<file path="src/rtl/gen_fifo_rd_ctrl.sv">
// Read-side pointer and status controller for an asynchronous FIFO.
// It synchronizes the foreign write pointer and registers the level, flags, gray pointer and read-valid.

module gen_gray2binary #(
    parameter int WIDTH = 4
) (
    input  logic [WIDTH-1:0] gray,
    output logic [WIDTH-1:0] bin
);
    // Each binary bit is the XOR of its own gray bit and every gray bit above it.
    for (genvar i = 0; i < WIDTH; i++) begin : g_bit
        assign bin[i] = ^gray[WIDTH-1:i];
    end
endmodule

module gen_fifo_rd_ctrl #(
    parameter int ADDR_WIDTH    = 3,
    parameter int AEMPTY_THRESH = 1
) (
    input  logic                  hclk,
    input  logic                  hresetn,
    input  logic [ADDR_WIDTH:0]   wr_ptr_gray_async,
    input  logic                  rd_en,
    input  logic                  rd_flush,
    output logic [ADDR_WIDTH-1:0] rd_addr,
    output logic [ADDR_WIDTH:0]   rd_ptr_gray,
    output logic                  rd_valid,
    output logic                  empty,
    output logic                  almost_empty,
    output logic [ADDR_WIDTH:0]   rd_level,
    output logic                  underflow,
    output logic                  ptr_err
);
    localparam int PW = ADDR_WIDTH + 1;
    localparam logic [PW-1:0] DEPTH_P   = PW'(1 << ADDR_WIDTH);
    localparam logic [PW-1:0] AEMPTY_P  = PW'(AEMPTY_THRESH);

    logic [PW-1:0] wptr_gray_meta_p0;
    logic [PW-1:0] wptr_gray_sync;
    logic [PW-1:0] wptr_bin;
    logic [PW-1:0] rd_ptr_bin;
    logic [PW-1:0] next_rd_ptr_bin;
    logic [PW-1:0] next_level;
    logic          pop_ok;
    logic          pop_reject;

    // Stage boundary: two-flop synchronizer for the foreign write pointer.
    always_ff @(posedge hclk or negedge hresetn) begin
        if (!hresetn) begin
            wptr_gray_meta_p0 <= '0;
            wptr_gray_sync    <= '0;
        end else begin
            wptr_gray_meta_p0 <= wr_ptr_gray_async;
            wptr_gray_sync    <= wptr_gray_meta_p0;
        end
    end

    gen_gray2binary #(.WIDTH(PW)) u_wptr_g2b (
        .gray (wptr_gray_sync),
        .bin  (wptr_bin)
    );

    always_comb begin
        pop_ok          = rd_en && !empty && !rd_flush;
        pop_reject      = rd_en && empty && !rd_flush;
        next_rd_ptr_bin = rd_ptr_bin;
        if (rd_flush) begin
            next_rd_ptr_bin = wptr_bin;
        end else if (pop_ok) begin
            next_rd_ptr_bin = rd_ptr_bin + PW'(1);
        end
        next_level = wptr_bin - next_rd_ptr_bin;
    end

    // Stage boundary: pointer and status registers, all derived from the post-edge pointer.
    always_ff @(posedge hclk or negedge hresetn) begin
        if (!hresetn) begin
            rd_ptr_bin   <= '0;
            rd_ptr_gray  <= '0;
            rd_valid     <= 1'b0;
            underflow    <= 1'b0;
            rd_level     <= '0;
            empty        <= 1'b1;
            almost_empty <= 1'b1;
            ptr_err      <= 1'b0;
        end else begin
            rd_ptr_bin   <= next_rd_ptr_bin;
            rd_ptr_gray  <= next_rd_ptr_bin ^ (next_rd_ptr_bin >> 1);
            rd_valid     <= pop_ok;
            underflow    <= pop_reject;
            rd_level     <= next_level;
            empty        <= (next_level == '0);
            almost_empty <= (next_level <= AEMPTY_P);
            if (next_level > DEPTH_P) begin
                ptr_err <= 1'b1;
            end
        end
    end

    assign rd_addr = rd_ptr_bin[ADDR_WIDTH-1:0];
endmodule

</file>
<file path="config.mk">
export PLATFORM = sky130hd
export DESIGN_NAME = gen_fifo_rd_ctrl
export DESIGN_NICKNAME = d
export VERILOG_FILES = /design/src/rtl/gen_fifo_rd_ctrl.sv
export SDC_FILE = /design/constraint.sdc
export NUM_CORES = 1
export LEC_CHECK = 0
export ABC_AREA = 1
export BUFFER_PORTS_ARGS = -buffer_cell sky130_fd_sc_hd__clkbuf_2
export CORE_MARGIN = 4
export CORE_UTILIZATION = 47
export CTS_CLUSTER_SIZE = 8
export DETAILED_ROUTE_END_ITERATION = 16
export MAX_ROUTING_LAYER = met4
export PLACE_DENSITY = 0.73
export REMOVE_ABC_BUFFERS = 1
export SKIP_LAST_GASP = 1
export SLEW_MARGIN = 20
export SYNTH_ARGS = -nofsm -noshare
export SYNTH_HDL_FRONTEND = slang
export SYNTH_SLANG_ARGS = --single-unit
</file>
<file path="constraint.sdc">
create_clock -name hclk -period 1.8 [get_ports hclk]
set_input_delay 0.36 -clock hclk [delete_from_list [all_inputs] [get_ports hclk]]
set_output_delay 0.36 -clock hclk [all_outputs]
set_load 0.005 [all_outputs]
</file>
==> results.txt <==
----------------------------------------------------
[Clock tree]
  Clock tree from TritonCTS ... done
  Clock slew at the register clock pins of the worst setup and hold paths ... 0.13 ns
  TritonCTS Sinks ... 24
  Depth of the CTS H-tree ... 1
  Number of buffers on the longest clock path ... 2
  TritonCTS Buffers ... 3
  Clock insertion delay at the later pin of the skew report ... 0.32 ns
  Clk root buf ... clkbuf_4

[Floorplanning]
  Number of primary I/O pins ... 24
  Height of the die ... 57.63 um
  Die area ... 0.003321 mm2
  Floorplan Core Area ... 0.002276 mm2
  Horizontal die dimension ... 57.63 um
  Initial Util ... 0.5085
  Site row count ... 17

[Route]
  Detail Route Antenna Nets ... 0
  Routed via count ... 1,065
  Number of remaining DRC errors ... 0
  Post-detailed-route via-to-cell ratio ... 5.299
  First-pass DRT Iterations ... 4
  Wire length per cell after detailed routing ... 14.90 um
  Post-Route WL ... 2994 um
  DRC violation total after the first TritonRoute iteration ... 14

[Global routing]
  Global router's overall resource usage ... 0.1965
  Global-route layer with the greatest usage ... met2
  Overall overflow remaining after global route ... 0
  Met3 usage in global routing ... 0.04009
  Met1 track utilization from global routing ... 0.2029
  GR Layer Usage met2 ... 0.3452
  Initial antenna violation count ... 0
  Pin count of the biggest net entering global routing ... 25
  Vias in the first global route ... 1,097
  Wire length of the first global-routing pass ... 4843 um

[Logic synthesis]
  Number of standard cells after synthesis ... 122
  Yosys warning total ... 0
  Synthesized flop and latch total ... 24
  Sequential element share of the synthesized area ... 0.5211
  Netlist cell types ... 25
  Synthesized cell area ... 0.001157 mm2
  Average footprint of a synthesized cell ... 9.487 um2

[Layout]
  Share of the core filled with cells in the final layout ... 0.7257
  Number of nets in the final layout ... 186
  Inserted Diodes ... 0
  Area Growth Syn to Fin ... 42.70%
  Layout cells sized above 1 ... 0.5376

[Timing]
  Setup violators final ... 6
  Worst Max-Slew Pin Slew ... 0.5840 ns
  Final-report hold violation count ... 0
  Max-slew violation total from the final report ... 0
  Least setup slack across all paths after layout ... -0.3195 ns
  Max-slew headroom at the worst pin ... 0.6106
  Max Fclk ... 0.4718 GHz
  Tcrit/Tclk final ... 1.177
  Shortest period the worst path allows ... 2.119 ns
  Setup repair after global routing missed its margin ... yes
  Setup TNS ... -1.473 ns
  Fin Clk Skew ... 0.009272 ns

[Placed design]
  Port Buffer Count ... 23
  Weighted congestion reported at the end of routability-driven placement ... 0.9309
  DPL Wire Length ... 1886 um

[Outcome]
  Violations in the final reports ... negative setup slack
  Run status ... complete, but fails checks

[Worst setup path]
  Crit-path slowest cell ... dfrtp_1
  Maximum fanout encountered on the critical timing path ... 3
  Data required, critical path ... 2.03 ns
  Cell chain of the critical path ... inv_1 -> nand2_2 -> nand2_2 -> nand2_2 -> nand2_4 -> xor2_4 -> mux2i_4 -> ha_4 -> inv_2 -> ha_4 -> inv_2 -> nand2_1 -> nand2_1 -> nand4_1 -> nand3_1 -> nand2_1
  Critical path class ... reg2reg
  Slowest stage delay, CP ... 0.40 ns
  Critical Path Sink Type ... flop
  CP Data Arrival Time ... 2.35 ns
  Setup crit start kind ... flop

[Flow run]
  Max-cap violations ... 0

[Pwr]
  Static Leakage ... 0.8654 nW
  Largest vdd supply drop ... 0.7999 mV
  Power density over the cells ... 1149 mW/mm2
  Final total power ... 1.898 mW

[Hold path]
  Worst Hold Class ... in2async

----------------------------------------------------
==> layout make-up <==
type | instances | area [um2]
repair buffers | 49 | 326.6
well taps | 28 | 35.03
clock buffers | 4 | 36.28
multi-input cells | 74 | 566.8
inverters | 22 | 82.58
flip-flops and latches | 24 | 604.3
fillers | 138 | 624.3
==> repair_timing <==
| action | CTS | global route |
|---|---|---|
| resized for setup | 16 | 8 |
| pin swaps | 2 | 14 |
| hold buffers | 0 | 0 |
| setup endpoints to repair | 5 | 5 |
| buffers inserted | 2 | 6 |
==> synth_stat cells (all sizes together) <==
| cell type | count | area share |
|---|---|---|
| inv | 22 | 0.071 |
| xnor2 | 1 | 0.0076 |
| xor2 | 6 | 0.052 |
| clkbuf | 1 | 0.0043 |
| dfstp | 2 | 0.045 |
| a31oi | 1 | 0.0054 |
| nand4 | 3 | 0.016 |
| o21ai | 4 | 0.021 |
| nor3 | 1 | 0.0043 |
| mux2i | 1 | 0.019 |
| ha | 4 | 0.043 |
| nand2 | 31 | 0.12 |
| nand3 | 12 | 0.069 |
| dfrtp | 22 | 0.48 |
| and2 | 1 | 0.0054 |
| buf | 1 | 0.0043 |
| nor2 | 7 | 0.029 |
| a21oi | 2 | 0.0086 |
==> report_power, final <==
group	internal, mW	total (mW)	switching (mW)
clock	0.124	0.286	0.162
sequential	0.666	0.712	0.0459
combinational	0.428	0.900	0.472
==> through the flow <==
step / hold slack (ns) / worst slack [ns] / cell area (um2) / cells
finish: 0.01051 / -0.3195 / 1652 / 201
detailed placement: 0.3413 / -0.2328 / 1433 / 189
floorplan: 0.06441 / -0.09544 / 1147 / 120
CTS: 0.03997 / -0.1850 / 1565 / 195
global route: 0.05347 / -0.4338 / 1652 / 201
global placement: 0.3356 / -0.1278 / 1433 / 189
==> state kept, by name, summed over array words and instances, names as in the netlist <==
register,count
rd_level,4
rd_ptr_bin,4
wptr_gray_meta_p0,4
wptr_gray_sync,4
rd_ptr_gray,3
almost_empty,1
empty,1
ptr_err,1
rd_valid,1
underflow,1
==> logic make-up (layout without fill, tap and decap cells) <==
group / after synthesis / in the layout / synth area share
compound gates: 7 / 7 / 0.03460
simple gates: 55 / 55 / 0.2422
mux: 1 / 1 / 0.01946
fa+ha+maj: 4 / 4 / 0.04324
flops: 24 / 24 / 0.5211
buf+inv: 24 / 75 / 0.07999
xor+xnor: 7 / 7 / 0.05946
==> layer usage <==
layer | routed length (um) | share of wire
met4 | 105 | 0.035
met1 | 1062 | 0.35
met3 | 178 | 0.059
met5 | 0 | 0
met2 | 1648 | 0.55
==> path summary, 6_finish.rpt <==
check	from	end	slack [ns]	cells past startpoint
max reg2reg	wptr_gray_sync[2]$_DFF_PN0_	ptr_err$_DFFE_PN0N_	-0.32	16
max in group asynchronous	hresetn	wptr_gray_sync[3]$_DFF_PN0_	1.38	1
min	hresetn	rd_ptr_bin[3]$_DFF_PN0_	0.01	1
min reg2reg	wptr_gray_meta_p0[1]$_DFF_PN0_	wptr_gray_sync[1]$_DFF_PN0_	0.37	0
max	wptr_gray_sync[2]$_DFF_PN0_	ptr_err$_DFFE_PN0N_	-0.32	16
min in group hclk	wr_ptr_gray_async[0]	wptr_gray_meta_p0[0]$_DFF_PN0_	0.13	1
==> critical path, delay by kind of cell (launching register included) <==
kind                       cells  cell delay (ns)
and+or+nand+nor                9             0.78
DFF                            1             0.40
adders and majority gates      2             0.31
muxes                          1             0.20
xor gates and xnor gates       1             0.18
buffers and inverters          3             0.15
==> cell usage in the layout, fill, tap and decap left out, types with 2 or more instances in the layout <==
cell type  count
dfrtp_1       21
xor2_4         2
inv_2          7
nor2_2         5
ha_4           3
clkbuf_4       3
o21ai_0        2
xor2_1         3
nand4_1        3
nand3_1        7
a21oi_1        2
nand3_2        5
inv_1         15
buf_4         24
dfstp_2        2
nand2_1       21
nand2_2        9
clkbuf_2      23
(Power assumes the default switching activity.)
